### src/rtl/mem_pkg.sv
`default_nettype none
// ============================================================================
//  Module   : mem_pkg
//  Purpose  : Shared access-size encodings and arbiter state type for the
//             data/instruction RAM port.
//  Revision : 1.0 - initial release
// ============================================================================
package mem_pkg;

    localparam logic [1:0] MASK_BYTE = 2'b00;
    localparam logic [1:0] MASK_HALF = 2'b01;
    localparam logic [1:0] MASK_WORD = 2'b10;

    typedef enum logic [0:0] {
        ST_IDLE = 1'b0,
        ST_RESP = 1'b1
    } state_t;

    // Either encoding with the upper bit set is a word access.
    function automatic logic is_word(input logic [1:0] mask);
        return mask[1];
    endfunction

endpackage
`default_nettype wire

### src/rtl/mem_align_check.sv
`default_nettype none
// ============================================================================
//  Module   : mem_align_check
//  Purpose  : Combinational alignment and address-range fault detection.
//  Revision : 1.0 - initial release
// ============================================================================
module mem_align_check
    import mem_pkg::*;
#(
    parameter int MEM_WORDS_LOG2 = 11
) (
    input  logic [31:0] addr,
    input  logic [1:0]  mask,
    output logic        fault
);

    localparam int c_range_lsb = MEM_WORDS_LOG2 + 2;

    logic w_align_fault;
    logic w_range_fault;
    logic w_unused_bits;

    assign w_align_fault = (is_word(mask) && (addr[1:0] != 2'b00)) ||
                           ((mask == MASK_HALF) && addr[0]);

    generate
        if (c_range_lsb < 32) begin : g_range
            assign w_range_fault = |addr[31:c_range_lsb];
        end else begin : g_no_range
            assign w_range_fault = 1'b0;
        end
    endgenerate

    // Bits between the alignment and range fields never affect the result.
    assign w_unused_bits = ^addr[31:2];

    assign fault = w_align_fault | w_range_fault;

endmodule
`default_nettype wire

### src/rtl/mem_port_arbiter.sv
`default_nettype none
// ============================================================================
//  Module   : mem_port_arbiter
//  Purpose  : Round-robin arbiter/sequencer sharing one RAM port between
//             instruction fetch and load/store, with registered responses.
//  Revision : 1.0 - initial release
// ============================================================================
module mem_port_arbiter
    import mem_pkg::*;
#(
    parameter int MEM_WORDS_LOG2 = 11
) (
    input  logic        clk,
    input  logic        rst_n,

    input  logic        if_req,
    input  logic [31:0] if_addr,
    output logic        if_gnt,
    output logic        if_rvalid,
    output logic [31:0] if_rdata,
    output logic        if_err,

    input  logic        mem_req,
    input  logic        mem_we,
    input  logic [31:0] mem_addr,
    input  logic [1:0]  mem_mask,
    input  logic        mem_signed,
    input  logic [31:0] mem_wdata,
    output logic        mem_gnt,
    output logic        mem_rvalid,
    output logic [31:0] mem_rdata,
    output logic        mem_err,

    output logic        ram_we,
    output logic [31:0] ram_addr,
    output logic [1:0]  ram_mask,
    output logic        ram_signed_ext,
    output logic [31:0] ram_wdata,
    input  logic [31:0] ram_rdata
);

    state_t      r_state;
    state_t      w_next_state;
    logic        r_last_mem;
    logic [31:0] r_resp_data;
    logic        r_resp_err;
    logic        r_resp_sel;

    logic        w_if_gnt;
    logic        w_mem_gnt;
    logic        w_gnt_any;
    logic        w_store;
    logic [31:0] w_sel_addr;
    logic [1:0]  w_sel_mask;
    logic        w_fault;
    logic        w_resp;

    // Grant only while out of reset so an asserted rst_n keeps every output low.
    always_comb begin
        w_next_state = r_state;
        w_if_gnt     = 1'b0;
        w_mem_gnt    = 1'b0;
        case (r_state)
            ST_IDLE: begin
                if (rst_n) begin
                    if (if_req && mem_req) begin
                        w_if_gnt  = r_last_mem;
                        w_mem_gnt = ~r_last_mem;
                    end else begin
                        w_if_gnt  = if_req;
                        w_mem_gnt = mem_req;
                    end
                end
                if (w_if_gnt || w_mem_gnt) begin
                    w_next_state = ST_RESP;
                end
            end
            ST_RESP: begin
                w_next_state = ST_IDLE;
            end
            default: begin
                w_next_state = ST_IDLE;
            end
        endcase
    end

    assign w_gnt_any  = w_if_gnt | w_mem_gnt;
    assign w_store    = w_mem_gnt & mem_we;
    assign w_sel_addr = w_mem_gnt ? mem_addr : if_addr;
    assign w_sel_mask = w_mem_gnt ? mem_mask : MASK_WORD;

    mem_align_check #(
        .MEM_WORDS_LOG2 (MEM_WORDS_LOG2)
    ) u_align_check (
        .addr  (w_sel_addr),
        .mask  (w_sel_mask),
        .fault (w_fault)
    );

    always_comb begin
        ram_we         = 1'b0;
        ram_addr       = 32'd0;
        ram_mask       = MASK_BYTE;
        ram_signed_ext = 1'b0;
        ram_wdata      = 32'd0;
        if (w_if_gnt) begin
            ram_addr = if_addr;
            ram_mask = MASK_WORD;
        end else if (w_mem_gnt) begin
            ram_we         = mem_we & ~w_fault;
            ram_addr       = mem_addr;
            ram_mask       = mem_mask;
            ram_signed_ext = mem_signed;
            ram_wdata      = mem_wdata;
        end
    end

    always_ff @(posedge clk or negedge rst_n) begin
        if (!rst_n) begin
            r_state <= ST_IDLE;
        end else begin
            r_state <= w_next_state;
        end
    end

    always_ff @(posedge clk or negedge rst_n) begin
        if (!rst_n) begin
            r_last_mem  <= 1'b0;
            r_resp_data <= 32'd0;
            r_resp_err  <= 1'b0;
            r_resp_sel  <= 1'b0;
        end else if (w_gnt_any) begin
            r_last_mem  <= w_mem_gnt;
            r_resp_data <= (w_store || w_fault) ? 32'd0 : ram_rdata;
            r_resp_err  <= w_fault;
            r_resp_sel  <= w_mem_gnt;
        end
    end

    assign w_resp     = (r_state == ST_RESP);
    assign if_gnt     = w_if_gnt;
    assign mem_gnt    = w_mem_gnt;
    assign if_rvalid  = w_resp & ~r_resp_sel;
    assign mem_rvalid = w_resp & r_resp_sel;
    assign if_rdata   = {32{if_rvalid}} & r_resp_data;
    assign mem_rdata  = {32{mem_rvalid}} & r_resp_data;
    assign if_err     = if_rvalid & r_resp_err;
    assign mem_err    = mem_rvalid & r_resp_err;

endmodule
`default_nettype wire

### config.mk
export PLATFORM = sky130hd
export DESIGN_NAME = mem_port_arbiter
export DESIGN_NICKNAME = d
export VERILOG_FILES = /design/src/rtl/mem_pkg.sv /design/src/rtl/mem_align_check.sv /design/src/rtl/mem_port_arbiter.sv
export SDC_FILE = /design/constraint.sdc
export NUM_CORES = 1
export LEC_CHECK = 0
export CAP_MARGIN = 20
export CORE_AREA = 2 2 105 107
export DETAILED_ROUTE_END_ITERATION = 12
export DIE_AREA = 0 0 107 109
export GPL_ROUTABILITY_DRIVEN = 0
export PLACE_DENSITY = 0.83
export SLEW_MARGIN = 25
export SYNTH_ARGS = -nofsm -noshare
export SYNTH_HDL_FRONTEND = slang
export SYNTH_SLANG_ARGS = --single-unit
### constraint.sdc
create_clock -name clk -period 5.85 [get_ports clk]
set_input_delay 1.755 -clock clk [delete_from_list [all_inputs] [get_ports clk]]
set_output_delay 1.755 -clock clk [all_outputs]
set_load 0.02 [all_outputs]
==> reports/qor.yml, run 1 <==
detailed_routing:
  wl_met1_um: 5260
  vias: 3584
  post_drt_wl_per_cell_um: 18.4
  wl_met3_um: 1080
  viasPerCell: 4.90
  final_antenna_net_count: 0
  highest_layer: "met5"
  route.met2.wl_um: 6880
  drt_iter0_drc: 224
  drc: 0
  firstDrtPassIters: 4
  finalWirelength_um: 13500
power_and_ir_drop:
  powerDensity_nw_per_um2: 138
  leakage_nw: 2.36
  vdd_drop_max_v: 0.000152
worst_setup_path:
  crit_path_start_kind: "input port"
  ff2ff_path_depth: 7
  rr_endpoint: "r_resp_data[21]$_DFFE_PN0P_"
  crit_path_end_kind: "output pin"
  startpoint: "mem_req"
  worstReg2RegStart: "r_resp_sel$_DFFE_PN0P_"
  cp.arrival_ns: 3.86
  critPathMaxFanout: 21
  critPathCapture: "ram_addr[30]"
  critical_path_class: "in2out"
  r2r_setup_slack_ns: 3.21
  cp.required_ns: 4.09
die:
  row_count: 38
  io_pins: 274
  dieArea_um2: 11700
  fp.coreArea_um2: 10600
  dieHeight_um: 109
  initial_core_util_pct: 26.7
  die_w_um: 107
layout:
  stdcell_count: 732
  final_common_cell: "clkdlybuf4s50_1"
  nNetsFinal: 727
  diodes: 0
  area_growth_pct: 103
  final_core_util_pct: 54.3
  drive_gt1_share_pct: 9.80
  mostFrequentLayoutCells: "clkdlybuf4s50_1 (270), and2_1 (69), nand2_1 (65)"
synthesis:
  yosysWarnings: 0
  synthesis.area_um2: 2830
  syn-instance-count: 335
  ys_seq_elements: 35
  synthesis.nets: 471
  ys_seq_area_share_pct: 30.9
  ys_types: 32
  syn_avg_cell_area_um2: 8.46
timing:
  maxSlewHeadroom_pct: 34.0
  final.setup_skew_ns: 0.00749
  hold_viol_final: 0
  grt_setup_unrepaired: "no"
  tns_ns: 0
  worst_pin_slew_ns: 0.989
  clock.fmax_mhz: 178
  fin_crit_sh_pct: 95.9
  timing.final.crit_period_ns: 5.61
  setup_violations: 0
  maxSlewViolCount: 0
clock_tree:
  holdBufCountCts: 0
  post-cts-setup-buffer-count: 0
  cts_sinks: 35
  clk_pin_slew_ns: 0.07
  insertion_delay_ns: 0.29
  cts_root_buf: "clkbuf_8"
  cts-resized-gates: 0
  cts_buffers: 5
  h-tree-depth: 2
  cts_tree: "built"
  cts.path.max_buffers: 2
grt:
  grt_pass1_vias: 3549
  grt_usage_pct: 21.5
  grt_pass1_wl_um: 19800
  antenna_found_initial: 1
  overflow: 0
  grt_max_degree: 50
placed_design:
  place_inst: 724
  portBuffers: 273
  dp_hpwl_um: 10600
job:
  cap_violations: 0
outcome:
  status: "finished clean"
hold_path:
  hp-class: "reg2reg"
synth_stat cells:
cell type	instances	area share [%]
o22ai_1	1	0.22
nand4_1	2	0.44
nand3_1	1	0.18
buf_4	3	0.79
a211oi_1	1	0.26
o21a_1	1	0.26
o22a_4	1	0.62
nor2b_1	2	0.44
nor4_1	8	1.8
and3_1	33	7.3
nor2_1	3	0.40
and2_1	69	15
or2_4	1	0.31
o21ai_2	1	0.31
a22o_1	32	9.9
nand3b_4	1	0.71
o21ai_0	1	0.18
clkinv_1	1	0.13
a21oi_2	1	0.31
buf_2	8	1.4
dfrtp_1	35	31
buf_6	3	1.2
o31ai_1	2	0.53
a21oi_1	4	0.71
inv_1	2	0.26
clkbuf_1	18	2.4
a21o_1	1	0.26
nand2_1	65	8.6
nor3_1	2	0.35
inv_2	1	0.13
o31ai_2	30	13
o211ai_1	1	0.26
cell type report:
| type | count | area, um^2 |
|---|---|---|
| Clock inverter | 3 | 43.8 |
| Tap cell | 140 | 175 |
| Clock buffer | 5 | 68.8 |
| Inverter | 4 | 15.0 |
| Sequential cell | 35 | 876 |
| Fill cell | 970 | 4840 |
| Timing Repair Buffer | 281 | 2800 |
| Multi-Input combinational cell | 264 | 1790 |
sequential cells by signal, summed over array words and instances, names as in the netlist:
register     flops
r_resp_data     32
r_resp_err       1
r_resp_sel       1
r_state          1
worst min path at each step:
stage                                     start                          end  depth (start not counted)  slack (ns)
floorplan           r_resp_data[21]$_DFFE_PN0P_  r_resp_data[21]$_DFFE_PN0P_                          2        0.46
detailed placement  r_resp_data[22]$_DFFE_PN0P_  r_resp_data[22]$_DFFE_PN0P_                          2        0.48
global route        r_resp_data[24]$_DFFE_PN0P_  r_resp_data[24]$_DFFE_PN0P_                          2        0.53
CTS                 r_resp_data[22]$_DFFE_PN0P_  r_resp_data[22]$_DFFE_PN0P_                          2        0.50
global placement    r_resp_data[15]$_DFFE_PN0P_  r_resp_data[15]$_DFFE_PN0P_                          2        0.48
finish              r_resp_data[24]$_DFFE_PN0P_  r_resp_data[24]$_DFFE_PN0P_                          2        0.50
critical path, stage by stage:
cell             delay [ns]
clkdlybuf4s50_1        0.62
nand3b_4               0.11
or2_4                  0.26
inv_2                  0.08
buf_4                  0.24
a22o_1                 0.16
clkdlybuf4s50_1        0.62
logic make-up (layout without fill, tap and decap cells):
family,count (synthesis),count (layout),share of synthesized area (%)
and+or+nand+nor,187,187,35.7
buffers and inverters,36,293,6.31
AOI/OAI and AO/OA,77,77,27.1
DFF,35,35,30.9
power breakdown:
part	internal [mW]	leakage (nW)	switching, mW
Sequential	0.245	0.480	0.00338
Combinational	0.166	1.82	0.160
Clock	0.127	0.0581	0.0931
metrics by stage:
step | hold slack [ns] | worst slack (ns) | power (mW) | instance area, um^2
final | 0.503 | 0.239 | 0.794 | 5760
after global routing | 0.526 | 0.0997 | 0.831 | 5760
after CTS | 0.502 | 0.250 | 0.802 | 5760
after detailed placement | 0.485 | 0.263 | 0.578 | 5640
after global placement | 0.482 | 0.305 | 0.573 | 5640
after floorplan | 0.455 | 1.21 | 0.385 | 2830
metal layers:
layer	up-vias	track usage, %
met5	-	0
met4	2	4.92
met3	17	5.92
met2	164	38.8
met1	1713	25.6
li1	1688	-
No activity file was read; power rests on OpenSTA's default activity.
==> run 2: changes to the inputs <==
--- a/config.mk
+++ b/config.mk
@@ -7,6 +7,7 @@
 export LEC_CHECK = 0
 export CAP_MARGIN = 20
 export CORE_AREA = 2 2 105 107
+export CTS_CLUSTER_DIAMETER = 200
 export DETAILED_ROUTE_END_ITERATION = 12
 export DIE_AREA = 0 0 107 109
 export GPL_ROUTABILITY_DRIVEN = 0
==> results of run 2 <==
No change in the layout: final DEF, timing and power equal those of run 1.
==> run 3: changes to the inputs <==
--- a/config.mk
+++ b/config.mk
@@ -10,7 +10,6 @@
 export CTS_CLUSTER_DIAMETER = 200
 export DETAILED_ROUTE_END_ITERATION = 12
 export DIE_AREA = 0 0 107 109
-export GPL_ROUTABILITY_DRIVEN = 0
 export PLACE_DENSITY = 0.83
 export SLEW_MARGIN = 25
 export SYNTH_ARGS = -nofsm -noshare
==> constraint.sdc (replaced) <==
create_clock -name clk -period 6.9 [get_ports clk]
set_input_delay 2.07 -clock clk [delete_from_list [all_inputs] [get_ports clk]]
set_output_delay 2.07 -clock clk [all_outputs]
set_load 0.02 [all_outputs]
==> reports/qor.yml, run 3 (synthesized netlist as in run 1, its figures left out) <==
outcome:
  status: "finished clean"
detailed_routing:
  viasPerCell: 4.96  # +1.2%
  finalWirelength_um: 13200  # -2.0%
  drt_iter0_drc: 214  # -4.5%
  firstDrtPassIters: 4  # unchanged
  drc: 0  # unchanged
  post_drt_wl_per_cell_um: 18.1  # -1.8%
  final_antenna_net_count: 0  # unchanged
  vias: 3618  # +0.95%
layout:
  max_flop_register: "r_resp_data"
  largest_reg_flops: 32  # unchanged
  nNetsFinal: 725  # -0.28%
  nFillCells: 921  # -5.1%
  diodes: 0  # unchanged
  final_common_cell: "clkdlybuf4s50_1"
  drive_gt1_share_pct: 9.32  # -0.48 points
  stdcell_count: 730  # -0.27%
  mostFrequentLayoutCells: "clkdlybuf4s50_1 (270), and2_1 (69), nand2_1 (65)"
  area_growth_pct: 103  # about the same
power_and_ir_drop:
  pwr-share-seq_pct: 31.0  # -0.2 points
  vdd_drop_max_v: 0.000124  # -18%
  clockPowerShare_pct: 29.0  # +1.3 points
  leakage_nw: 2.35  # -0.36%
  p_comb_share_pct: 40.1  # -1.0 points
  intPower_mw: 0.467  # -13%
  p_sw_share_pct: 31.6  # -0.71 points
  p_sw_mw: 0.216  # -16%
  powerDensity_nw_per_um2: 118  # -14%
clock_tree:
  clk_pin_slew_ns: 0.08  # about the same
  cts_tree: "built"
  cts.path.max_buffers: 2  # unchanged
  cts_root_buf: "clkbuf_8"
  post-cts-setup-buffer-count: 0  # unchanged
  cts_sinks: 35  # unchanged
  insertion_delay_ns: 0.28  # about the same
  h-tree-depth: 2  # unchanged
  holdBufCountCts: 0  # unchanged
  cts-resized-gates: 0  # unchanged
  cts_buffers: 5  # unchanged
timing:
  timing.final.crit_period_ns: 6.39
  final.setup_skew_ns: 0.00439  # -0.00310 ns
  worst_pin_slew_ns: 0.991  # +0.00191 ns
  maxSlewViolCount: 0  # unchanged
  grt_setup_unrepaired: "no"
  fin_crit_sh_pct: 92.6
  maxSlewHeadroom_pct: 33.5  # -0.54 points
  hold_viol_final: 0  # unchanged
  clock.fmax_mhz: 157
  tns_ns: 0  # unchanged
  setup_violations: 0  # unchanged
worst_setup_path:
  critical_path_class: "in2out"
  critPathMaxFanout: 3  # -86%
  crit_path_start_kind: "input port"
  crit_path_end_kind: "output pin"
  cp.required_ns: 4.83  # +0.74 ns
  ff2ff_path_depth: 6  # -1
  cp.arrival_ns: 4.32  # +0.46 ns
hold_path:
  min_path_cells: 2  # unchanged
  hp-class: "reg2reg"
grt:
  grt_pass1_wl_um: 19400  # -2.2%
  grt_usage_pct: 21.3  # -0.28 points
  grt_pass1_vias: 3584  # +0.99%
  grt_max_degree: 69  # +38%
  antenna_found_initial: 0  # -1
  overflow: 0  # unchanged
die:
  fp.coreArea_um2: 10600  # unchanged
  row_count: 38  # unchanged
  dieArea_um2: 11700  # unchanged
  initial_core_util_pct: 26.7  # unchanged
  io_pins: 274  # unchanged
  die_w_um: 107  # unchanged
  dieHeight_um: 109  # unchanged
job:
  cap_violations: 0  # unchanged
placed_design:
  portBuffers: 273  # unchanged
  gp_congestion: 0.743
  place_inst: 721  # -0.41%
  dp_hpwl_um: 10200  # -3.9%
==> run 3: worst paths after layout <==
path	start	to	slack, ns
min in group asynchronous	rst_n	r_resp_sel$_DFFE_PN0P_	1.58
min reg2reg	r_resp_data[11]$_DFFE_PN0P_	r_resp_data[11]$_DFFE_PN0P_	0.51
max in group asynchronous	rst_n	r_resp_err$_DFFE_PN0P_	4.68
min	r_resp_data[11]$_DFFE_PN0P_	r_resp_data[11]$_DFFE_PN0P_	0.51
max	mem_addr[27]	ram_we	0.51
max reg2reg	r_state$_DFF_PN0_	r_resp_data[26]$_DFFE_PN0P_	4.06
==> run 3: worst max-delay path: stages <==
cell	delay [ns]
clkdlybuf4s50_1	0.46
nor4_1	0.36
nand4_1	0.24
nor4_1	0.47
clkdlybuf4s50_1	0.72
==> run 3: layer usage <==
| metal | share of wire [%] | track usage (%) |
|---|---|---|
| met1 | 39 | 25.2 |
| met4 | 2.4 | 6.59 |
| met3 | 7.9 | 5.02 |
| met5 | 0 | 0 |
| met2 | 51 | 38.1 |
==> run 3: per-stage QoR <==
stage          instance area (um^2)  hold slack (ns)  power, mW  setup slack (ns)  util [%]
5_1_grt                        5760            0.542      0.714             0.295      54.4
4_1_cts                        5740            0.507      0.688             0.426      54.2
2_1_floorplan                  2830            0.455      0.326              1.63         -
3_5_place_dp                   5620            0.489      0.487             0.454      53.0
6_report                       5760            0.509      0.682             0.513      54.4
3_3_place_gp                   5620            0.480      0.482             0.392      53.0
==> run 3: area by class of cell <==
class	count	area, um^2	share of cell area [%]
inverter	4	15.0	0.261
clock buffer	6	82.6	1.43
timing repair buffer	279	2790	48.4
multi-input combinational	264	1790	31.0
clock inverter	2	38.8	0.673
sequential	35	876	15.2
tap	140	175	3.04
==> run 3: power by group through the flow <==
stage	Clock, mW	Combinational, mW	Sequential [mW]
after floorplan	0	0.113	0.213
after global placement	0	0.266	0.217
after detailed placement	0	0.270	0.217
after CTS	0.204	0.271	0.213
after global routing	0.211	0.291	0.212
final	0.198	0.273	0.211
